==> src/rtl/fetch_queue_pkg.sv <==
// rtl/fetch_queue_pkg.sv - shared types and constants for the fetch queue
package fetch_queue_pkg;

  localparam int          INSTR_W = 32;
  localparam logic [31:0] PC_INC  = 32'd4;

  typedef enum logic [1:0] {
    IDLE  = 2'd0,
    REQ   = 2'd1,
    STALE = 2'd2
  } state_t;

  typedef struct packed {
    logic [INSTR_W-1:0] instr;
    logic [31:0]        pc_plus4;
  } fq_entry_t;

endpackage

==> src/rtl/fetch_queue_if.sv <==
// rtl/fetch_queue_if.sv - imem request, redirect and IF/ID output bundle of the fetch queue
interface fetch_queue_if;

  logic        imem_req;
  logic [31:0] imem_addr;
  logic        imem_ack;
  logic [31:0] imem_rdata;
  logic        redirect_valid;
  logic [31:0] redirect_pc;
  logic        out_valid;
  logic        out_ready;
  logic [31:0] out_instr;
  logic [31:0] out_pc_plus4;

  modport master (
    output imem_req, imem_addr, out_valid, out_instr, out_pc_plus4,
    input  imem_ack, imem_rdata, redirect_valid, redirect_pc, out_ready
  );

  modport slave (
    input  imem_req, imem_addr, out_valid, out_instr, out_pc_plus4,
    output imem_ack, imem_rdata, redirect_valid, redirect_pc, out_ready
  );

endinterface

==> src/rtl/fq_ring_buffer.sv <==
// rtl/fq_ring_buffer.sv - power-of-two ring buffer of {instr, pc_plus4} with flush
module fq_ring_buffer
  import fetch_queue_pkg::*;
#(
  parameter  int DEPTH = 4,
  localparam int PTR_W = $clog2(DEPTH),
  localparam int CNT_W = PTR_W + 1
) (
  input  logic             clk,
  input  logic             reset,
  input  logic             i_push,
  input  logic             i_pop,
  input  logic             i_flush,
  input  fq_entry_t        i_wdata,
  output fq_entry_t        o_head,
  output logic [CNT_W-1:0] o_count,
  output logic             o_empty,
  output logic             o_full
);

  fq_entry_t        r_mem [DEPTH];
  logic [PTR_W-1:0] r_wr_ptr;
  logic [PTR_W-1:0] r_rd_ptr;
  logic [CNT_W-1:0] r_count;

  always_ff @(posedge clk) begin
    if (i_push && !i_flush) begin
      r_mem[r_wr_ptr] <= i_wdata;
    end
  end

  // Flush wins over any push/pop issued in the same cycle.
  always_ff @(posedge clk) begin
    if (!reset || i_flush) begin
      r_wr_ptr <= '0;
      r_rd_ptr <= '0;
      r_count  <= '0;
    end else begin
      if (i_push) r_wr_ptr <= r_wr_ptr + PTR_W'(1);
      if (i_pop)  r_rd_ptr <= r_rd_ptr + PTR_W'(1);
      case ({i_push, i_pop})
        2'b10:   r_count <= r_count + CNT_W'(1);
        2'b01:   r_count <= r_count - CNT_W'(1);
        default: r_count <= r_count;
      endcase
    end
  end

  assign o_count = r_count;
  assign o_empty = (r_count == '0);
  assign o_full  = (r_count == CNT_W'(DEPTH));
  assign o_head  = o_empty ? '0 : r_mem[r_rd_ptr];

endmodule

==> src/rtl/fetch_queue.sv <==
// rtl/fetch_queue.sv - instruction prefetch queue with redirect flush
// Optional FQ_BYPASS_EN: imem_rdata feeds the output in the ack cycle when the queue is empty.
module fetch_queue
  import fetch_queue_pkg::*;
#(
  parameter int          DEPTH    = 4,
  parameter logic [31:0] RESET_PC = 32'h0000_0000
) (
  input logic          clk,
  input logic          reset,
  fetch_queue_if.master bus
);

  localparam int CNT_W = $clog2(DEPTH) + 1;

  state_t      r_state;
  logic        r_req;
  logic [31:0] r_addr;
  logic [31:0] r_fetch_pc;

  logic             w_push;
  logic             w_pop;
  logic             w_empty;
  logic             w_full;
  logic             w_ack_live;
  logic             w_bypass;
  logic [CNT_W-1:0] w_count;
  logic [CNT_W-1:0] w_count_after;
  logic [31:0]      w_redirect_pc;
  fq_entry_t        w_head;
  fq_entry_t        w_wdata;

  assign w_redirect_pc = bus.redirect_pc & ~32'd3;
  assign w_ack_live    = (r_state == REQ) && bus.imem_ack && !bus.redirect_valid;

`ifdef FQ_BYPASS_EN
  assign w_bypass = w_ack_live && w_empty;
`else
  assign w_bypass = 1'b0;
`endif

  assign w_pop            = !w_empty && bus.out_ready && !bus.redirect_valid;
  assign w_push           = w_ack_live && !(w_bypass && bus.out_ready);
  assign w_wdata.instr    = bus.imem_rdata;
  assign w_wdata.pc_plus4 = r_addr + PC_INC;
  assign w_count_after    = w_count + CNT_W'(w_push) - CNT_W'(w_pop);

  fq_ring_buffer #(.DEPTH(DEPTH)) u_ring (
    .clk     (clk),
    .reset   (reset),
    .i_push  (w_push),
    .i_pop   (w_pop),
    .i_flush (bus.redirect_valid),
    .i_wdata (w_wdata),
    .o_head  (w_head),
    .o_count (w_count),
    .o_empty (w_empty),
    .o_full  (w_full)
  );

  // STALE keeps the old request up until memory acks it, then drops the data.
  always_ff @(posedge clk) begin
    if (!reset) begin
      r_state    <= IDLE;
      r_req      <= 1'b0;
      r_addr     <= RESET_PC;
      r_fetch_pc <= RESET_PC;
    end else begin
      if (bus.redirect_valid) r_fetch_pc <= w_redirect_pc;
      case (r_state)
        IDLE: begin
          if (!bus.redirect_valid && !w_full) begin
            r_state <= REQ;
            r_req   <= 1'b1;
            r_addr  <= r_fetch_pc;
          end
        end
        REQ: begin
          if (bus.imem_ack) begin
            if (bus.redirect_valid) begin
              r_state <= IDLE;
              r_req   <= 1'b0;
            end else begin
              r_fetch_pc <= r_fetch_pc + PC_INC;
              if (w_count_after < CNT_W'(DEPTH)) begin
                r_addr <= r_fetch_pc + PC_INC;
              end else begin
                r_state <= IDLE;
                r_req   <= 1'b0;
              end
            end
          end else if (bus.redirect_valid) begin
            r_state <= STALE;
          end
        end
        STALE: begin
          if (bus.imem_ack) begin
            r_state <= IDLE;
            r_req   <= 1'b0;
          end
        end
        default: begin
          r_state <= IDLE;
          r_req   <= 1'b0;
        end
      endcase
    end
  end

  assign bus.imem_req     = r_req;
  assign bus.imem_addr    = r_addr;
  assign bus.out_valid    = !w_empty || w_bypass;
  assign bus.out_instr    = w_bypass ? bus.imem_rdata : w_head.instr;
  assign bus.out_pc_plus4 = w_bypass ? w_wdata.pc_plus4 : w_head.pc_plus4;

endmodule

==> src/flat_wrapper.sv <==
// flat-port wrapper written by rule: the top's interface ports become plain ports
module fetch_queue_flat import fetch_queue_pkg::*;
#(
  parameter int          DEPTH    = 4,
  parameter logic [31:0] RESET_PC = 32'h0000_0000
)
  (clk, reset, bus_imem_req, bus_imem_addr, bus_out_valid, bus_out_instr, bus_out_pc_plus4, bus_imem_ack, bus_imem_rdata, bus_redirect_valid, bus_redirect_pc, bus_out_ready);
  fetch_queue_if bus_i ();
  input logic clk;
  input logic reset;
  output wire logic [$bits(bus_i.imem_req)-1:0] bus_imem_req;
  output wire logic [$bits(bus_i.imem_addr)-1:0] bus_imem_addr;
  output wire logic [$bits(bus_i.out_valid)-1:0] bus_out_valid;
  output wire logic [$bits(bus_i.out_instr)-1:0] bus_out_instr;
  output wire logic [$bits(bus_i.out_pc_plus4)-1:0] bus_out_pc_plus4;
  input wire logic [$bits(bus_i.imem_ack)-1:0] bus_imem_ack;
  input wire logic [$bits(bus_i.imem_rdata)-1:0] bus_imem_rdata;
  input wire logic [$bits(bus_i.redirect_valid)-1:0] bus_redirect_valid;
  input wire logic [$bits(bus_i.redirect_pc)-1:0] bus_redirect_pc;
  input wire logic [$bits(bus_i.out_ready)-1:0] bus_out_ready;
  assign bus_imem_req = bus_i.imem_req;
  assign bus_imem_addr = bus_i.imem_addr;
  assign bus_out_valid = bus_i.out_valid;
  assign bus_out_instr = bus_i.out_instr;
  assign bus_out_pc_plus4 = bus_i.out_pc_plus4;
  assign bus_i.imem_ack = bus_imem_ack;
  assign bus_i.imem_rdata = bus_imem_rdata;
  assign bus_i.redirect_valid = bus_redirect_valid;
  assign bus_i.redirect_pc = bus_redirect_pc;
  assign bus_i.out_ready = bus_out_ready;
  fetch_queue #(.DEPTH(DEPTH), .RESET_PC(RESET_PC)) u_core (.clk(clk), .reset(reset), .bus(bus_i));
endmodule
==> config.mk <==
export PLATFORM = sky130hd
export DESIGN_NAME = fetch_queue_flat
export DESIGN_NICKNAME = d
export VERILOG_FILES = /design/src/rtl/fetch_queue_pkg.sv /design/src/rtl/fetch_queue_if.sv /design/src/rtl/fq_ring_buffer.sv /design/src/rtl/fetch_queue.sv /design/src/flat_wrapper.sv
export SDC_FILE = /design/constraint.sdc
export NUM_CORES = 1
export LEC_CHECK = 0
export ABC_AREA = 1
export CORE_ASPECT_RATIO = 2
export CORE_MARGIN = 3
export CORE_UTILIZATION = 36
export DETAILED_ROUTE_END_ITERATION = 8
export HOLD_SLACK_MARGIN = 0.03
export PLACE_DENSITY = 0.59
export SLEW_MARGIN = 20
export SYNTH_ARGS = -nofsm -noshare
export SYNTH_HDL_FRONTEND = slang
export SYNTH_SLANG_ARGS = --single-unit
==> constraint.sdc <==
create_clock -name clk -period 5 [get_ports clk]
set_clock_uncertainty 0.15 [all_clocks]
set_input_delay 1.5 -clock clk [delete_from_list [all_inputs] [get_ports clk]]
set_output_delay 1.5 -clock clk [all_outputs]
set_load 0.02 [all_outputs]
==> results.toml, run 1 <==
[synthesis]
synth-seq-area-share = 0.611
synth-main-ff-cell = "edfxtp_1"
synth.distinct_cells = 35
synth_top_cell_by_area = "edfxtp_1"
synthArstFlopShare = 0
syn-cell-area_mm2 = 0.0151
yosysMostFrequentCell = "nor2_1"
ys_warn_count = 0
ys_ff_latch = 332
synth.area.top_cells = "edfxtp_1 (51%), dfxtp_1 (10%), nor2_1 (8.6%), nand2_1 (6.3%), o21ai_0 (6.2%)"
synth_cells = 1603
postSynthAreaPerCell_um2 = 9.40
synth_top_area_share = 0.510
synth-edff-count = 256
yosys-top-cells-count = "nor2_1 (344), edfxtp_1 (256), nand2_1 (252)"
syn_nets = 1681

[critical_path]
cp_cell_sequence = "buf_4 -> nor2_1 -> nor2_1 -> o21ai_0 -> a21oi_1 -> clkdlybuf4s50_1"
cp_slowest_cell = "dfxtp_4"
critPathTopFamily = "buffers and inverters"
required_ns = 3.35
crit_arrival_ns = 3.17
cp.depth = 6
cp-start-kind = "register"
worstReg2RegStart = "u_core.bus.imem_addr[6]"
criticalPathCategory = "register to output pin"
cp-endpoint = "bus_out_pc_plus4[26]"
r2r_slack_ns = 2.16
slowest_delay_ns = 0.88
worstRegToRegCells = 7
timing.rr.end = "u_core.u_ring.r_mem[1][27]"
cp-end-kind = "output pin"
worstPathMaxFanout = 71
worst_path_most_repeated_cell = "nor2_1"
crit_buf_inv = 2

[clock_tree]
numCtsBuffers = 30
clock_latency_ns = 0.57
clk_pin_slew_ns = 0.06
htree_levels = 1
cts_tree = "yes"
post-cts-setup-buffer-count = 0
cts_hold_buffers = 0
clk_path_buf_depth = 3
clock_sinks = 332
root_buffer = "clkbuf_16"
cts_resized = 0

[layout]
nNetsFinal = 1820
drive_gt1_frac = 0.0646
antennaDiodeCount = 0
synthToLayoutAreaGrowth_pct = 21.5

[timing]
tightest_slew_ns = 1.03
tns_ns = 0
fin_crit_sh = 0.964
fin_crit_ns = 4.82
setup_viol = 0
max_freq_ghz = 0.208
slew_violations = 0
worst_slack_ns = 0.181
slew_headroom = 0.311
rsz0062_at_grt = "no"
final_hold_viol_count = 0

[detailed_routing]
vias_per_cell = 5.02
wl_per_cell_um = 18.4
drtIter0Drc = 559
drtPass1Iterations = 5
vias = 11500
ant_nets = 0
routed_wirelength_um = 42400
drc = 0

[floorplanning]
rows = 105
initial_core_util = 0.366
die_w_um = 151
num_io_pins = 167
die-area_mm2 = 0.0445
die_h_um = 295
core-area_mm2 = 0.0411

[run]
drv_cap = 0

[global_routing]
grt_max_degree = 91
gr-total-overflow = 0
grt_pass1_wl_um = 63900
antenna_found_initial = 0
grt_pass1_vias = 11400
track_usage = 0.187

[min_path]
hold_class = "register to register"

[power]
vdd_ir_drop_max_mv = 0.218
p_leak_nw = 6.49
power_density_mw_per_mm2 = 334

[status]
outcome = "completed"

[placement]
gp_congestion = 0.929
hpwl_um = 28400
post-place-ws_ns = 0.630
io_buffer_count = 164
## final cells by class
class,instances,area [um2]
Clock inverter,21,213
Timing Repair Buffer,188,1910
Tap cell,535,669
Fill cell,3908,22800
Multi-Input combinational cell,1086,5140
Inverter,104,397
Clock buffer,34,766
Sequential cell,332,9210
## worst reg2reg max path, delay by kind of cell (launching register included)
family | cells | cell delay [ns]
buffers and inverters | 1 | 0.09
and+or+nand+nor | 5 | 1.58
xor gates and xnor gates | 1 | 0.34
DFF | 1 | 0.46
## layer usage
metal	track usage	wire length, um	vias up
met5	0	0	-
met4	0.0753	1620	0
met3	0.0241	1980	94
met2	0.371	23700	300
met1	0.194	15100	5467
li1	-	-	5676
## cell usage in the layout, fill, tap and decap left out, types with 3 or more instances in the layout
cell / n
nor2_1: 338
edfxtp_1: 256
nand2_1: 252
o21ai_0: 187
clkdlybuf4s50_1: 164
a21oi_1: 125
inv_1: 98
dfxtp_1: 74
xor2_1: 39
nand3_1: 35
clkbuf_16: 30
nor3_1: 28
a21oi_2: 21
buf_4: 17
a31oi_1: 9
ha_1: 8
nand4_1: 7
buf_12: 7
nor2_4: 6
clkinv_1: 6
mux2i_1: 6
clkinv_2: 6
nor4_1: 5
clkinvlp_4: 5
nor2_2: 4
clkbuf_1: 4
nand2_2: 3
nand3b_1: 3
xnor2_1: 3
bufinv_16: 3
## report_power, final
group / internal, mW / total (mW) / switching [mW] / leakage, nW
Clock: 1.27 / 2.29 / 1.02 / 0.465
Combinational: 0.245 / 0.646 / 0.401 / 3.07
Sequential: 3.08 / 3.18 / 0.0988 / 2.95
Total: 4.59 / 6.11 / 1.52 / 6.49
## logic make-up (layout without fill, tap and decap cells)
group,after synthesis,in the layout,synth area share
simple gates,684,684,0.181
compound gates,345,345,0.121
flops,332,332,0.611
buf+inv,185,347,0.0503
xor+xnor,42,42,0.0244
fa+ha+maj,9,9,0.00797
mux,6,6,0.00399
## how the worst min path moves through the flow
stage	startpoint	slack [ns]	cells past startpoint	to
global placement	u_core.r_fetch_pc[0]	0.28	2	u_core.r_fetch_pc[0]
floorplan	u_core.r_fetch_pc[0]	0.27	2	u_core.r_fetch_pc[0]
detailed placement	u_core.r_fetch_pc[1]	0.28	2	u_core.r_fetch_pc[1]
global route	u_core.r_fetch_pc[1]	0.31	2	u_core.r_fetch_pc[1]
CTS	u_core.r_fetch_pc[1]	0.29	2	u_core.r_fetch_pc[1]
finish	u_core.r_fetch_pc[1]	0.30	2	u_core.r_fetch_pc[1]
## per-stage QoR
step           instance area, um2  power [mW]  cells  hold slack (ns)   util
6_report                    18300        6.11   2300            0.300  0.445
4_1_cts                     18300        6.18   2300            0.292  0.445
3_5_place_dp                17300        3.89   2245            0.281  0.421
3_3_place_gp                17300        3.87   2245            0.275  0.421
5_1_grt                     18300        6.37   2300            0.309  0.445
2_1_floorplan               15100        3.61   1603            0.266      -
## sequential cells by signal (all words and copies together) (netlist names), named ones only
name	flops
u_core.bus.imem_addr	32
u_core.bus.imem_req	1
u_core.r_fetch_pc	32
u_core.r_state	2
u_core.u_ring.o_count	3
u_core.u_ring.r_mem	256
u_core.u_ring.r_rd_ptr	2
u_core.u_ring.r_wr_ptr	2
(Power assumes the default switching activity.)
==> inputs of run 2 (changes only) <==
- CORE_MARGIN: 3 -> 2
==> run 2 against run 1 <==
Against the previous run:
- cell count rose by 0.22%
- critical path depth fell by 1
- utilization fell by 0.33 points
- routed wire length fell by 9.5%
- sequential power barely moved
- combinational power rose by 2%
- worst hold slack got worse by 0.012 ns
- highest routed layer unchanged
==> results.toml, run 2 (synthesis results as in run 1) <==
[status]
outcome = "completed"

[global_routing]
grt_pass1_vias = 10700
grt_pass1_wl_um = 60200
grt_max_degree = 89
gr-total-overflow = 0
track_usage = 0.176
antenna_found_initial = 0

[detailed_routing]
drtPass1Iterations = 4
wl_met1_um = 17100
ant_nets = 0
drtIter0Drc = 670
vias = 11300
route.met3.wl_um = 2060
top_layer = "met4"
wl_per_cell_um = 16.7
drc = 0
wl_met2_um = 18300
vias_per_cell = 4.89
routed_wirelength_um = 38400

[placement]
post-place-ws_ns = 0.629
hpwl_um = 25000
dpl.cell_count = 2249
io_buffer_count = 164
gp_congestion = 0.920

[clock_tree]
clock_latency_ns = 0.58
root_buffer = "clkbuf_16"
numCtsBuffers = 30
cts_tree = "yes"
clk_pin_slew_ns = 0.07
cts_hold_buffers = 0
clock_sinks = 332
post-cts-setup-buffer-count = 0
htree_levels = 1
clk_path_buf_depth = 3
cts_resized = 0

[layout]
nNetsFinal = 1819
antennaDiodeCount = 0
seq_area_mm2 = 0.00921
largest_reg_flops = 256
final_cell_mix = "nor2_1 (338), edfxtp_1 (256), nand2_1 (252)"
synthToLayoutAreaGrowth_pct = 21.8
drive_gt1_frac = 0.0635
fill_cells = 3985
top_register = "u_core.u_ring.r_mem"
mostFrequentLayoutCell = "nor2_1"
multiInputGateArea_mm2 = 0.00514
final_cells = 2305

[power]
pwr-share-comb = 0.106
power_switching_mw = 1.52
pwr-share-clk = 0.383
p_leak_nw = 6.51
switching_share = 0.245
power.internal_mw = 4.68
power_density_mw_per_mm2 = 338
seqPwrFrac = 0.511
vdd_ir_drop_max_mv = 0.200

[critical_path]
crit_arrival_ns = 3.03
cp-start-kind = "register"
cp-end-kind = "output pin"
worstRegToRegCells = 14
required_ns = 3.35
worstPathMaxFanout = 50
criticalPathCategory = "register to output pin"

[floorplanning]
rows = 106
die_h_um = 293
die_w_um = 149
core-area_mm2 = 0.0415
die-area_mm2 = 0.0436
num_io_pins = 167
initial_core_util = 0.363

[timing]
slew_headroom = 0.309
slew_violations = 0
worst_slack_ns = 0.324
rsz0062_at_grt = "no"
fin_crit_ns = 4.68
final_hold_viol_count = 0
setup_viol = 0
fin_crit_sh = 0.935
max_freq_ghz = 0.214
tightest_slew_ns = 1.04

[min_path]
min_path_cells = 2
hold_class = "register to register"

[run]
drv_cap = 0
==> run 2: cell count changes in the layout (fill, tap and decap cells not counted), sizes merged <==
cell | previous run | this run
inv | 102 | 103
clkdlybuf4s50 | 164 | 163
bufinv | 3 | 4
clkbuf | 34 | 36
clkinvlp | 5 | 2
==> run 2: stage by stage <==
step | hold slack (ns) | TNS (ns) | utilization | instance area, um2 | total power [mW]
finish | 0.288 | 0 | 0.442 | 18300 | 6.20
global route | 0.306 | 0 | 0.442 | 18300 | 6.44
CTS | 0.288 | 0 | 0.442 | 18300 | 6.26
detailed placement | 0.276 | 0 | 0.417 | 17300 | 3.89
global placement | 0.273 | 0 | 0.417 | 17300 | 3.88
floorplan | 0.266 | -86.05 | - | 15100 | 3.61
==> run 2: critical path, cell delays in order, from the launching register on <==
cell and delay [ns]:
dfxtp_4 0.49, inv_2 0.34, buf_4 0.47, o21ai_0 0.17, a21oi_1 0.28, clkdlybuf4s50_1 0.66
==> run 2: cell type report <==
class	instances	area share
flip-flops and latches	332	0.502
repair buffers	187	0.103
well taps	540	0.0368
inverters	104	0.0215
clock inverters	20	0.0119
clock buffers	36	0.0439
multi-input cells	1086	0.280
==> run 2: routing by layer <==
metal,vias up,track usage
met4,0,0.0525
met1,5243,0.237
met3,46,0.0241
met5,-,0
li1,5670,-
met2,307,0.296
==> run 2: path summary, 6_finish.rpt <==
path,from,slack (ns),to
max,register,0.32,bus_out_pc_plus4[13]
min,u_core.r_fetch_pc[0],0.29,u_core.r_fetch_pc[0]
max reg2reg,u_core.r_state[0],2.17,u_core.bus.imem_addr[9]
min reg2reg,u_core.r_fetch_pc[0],0.29,u_core.r_fetch_pc[0]
==> run 2: power groups by stage <==
| stage | combinational [mW] | clock [mW] | sequential [mW] |
|---|---|---|---|
| after floorplan | 0.360 | 0 | 3.25 |
| after global placement | 0.653 | 0 | 3.23 |
| after detailed placement | 0.659 | 0 | 3.23 |
| after CTS | 0.663 | 2.42 | 3.17 |
| after global routing | 0.731 | 2.53 | 3.18 |
| final | 0.656 | 2.38 | 3.17 |
==> inputs of run 3 (changes only) <==
- CTS_CLUSTER_SIZE: unset -> 25
==> results of run 3 <==
The final DEF is identical to that of run 2; final timing and power are the same.
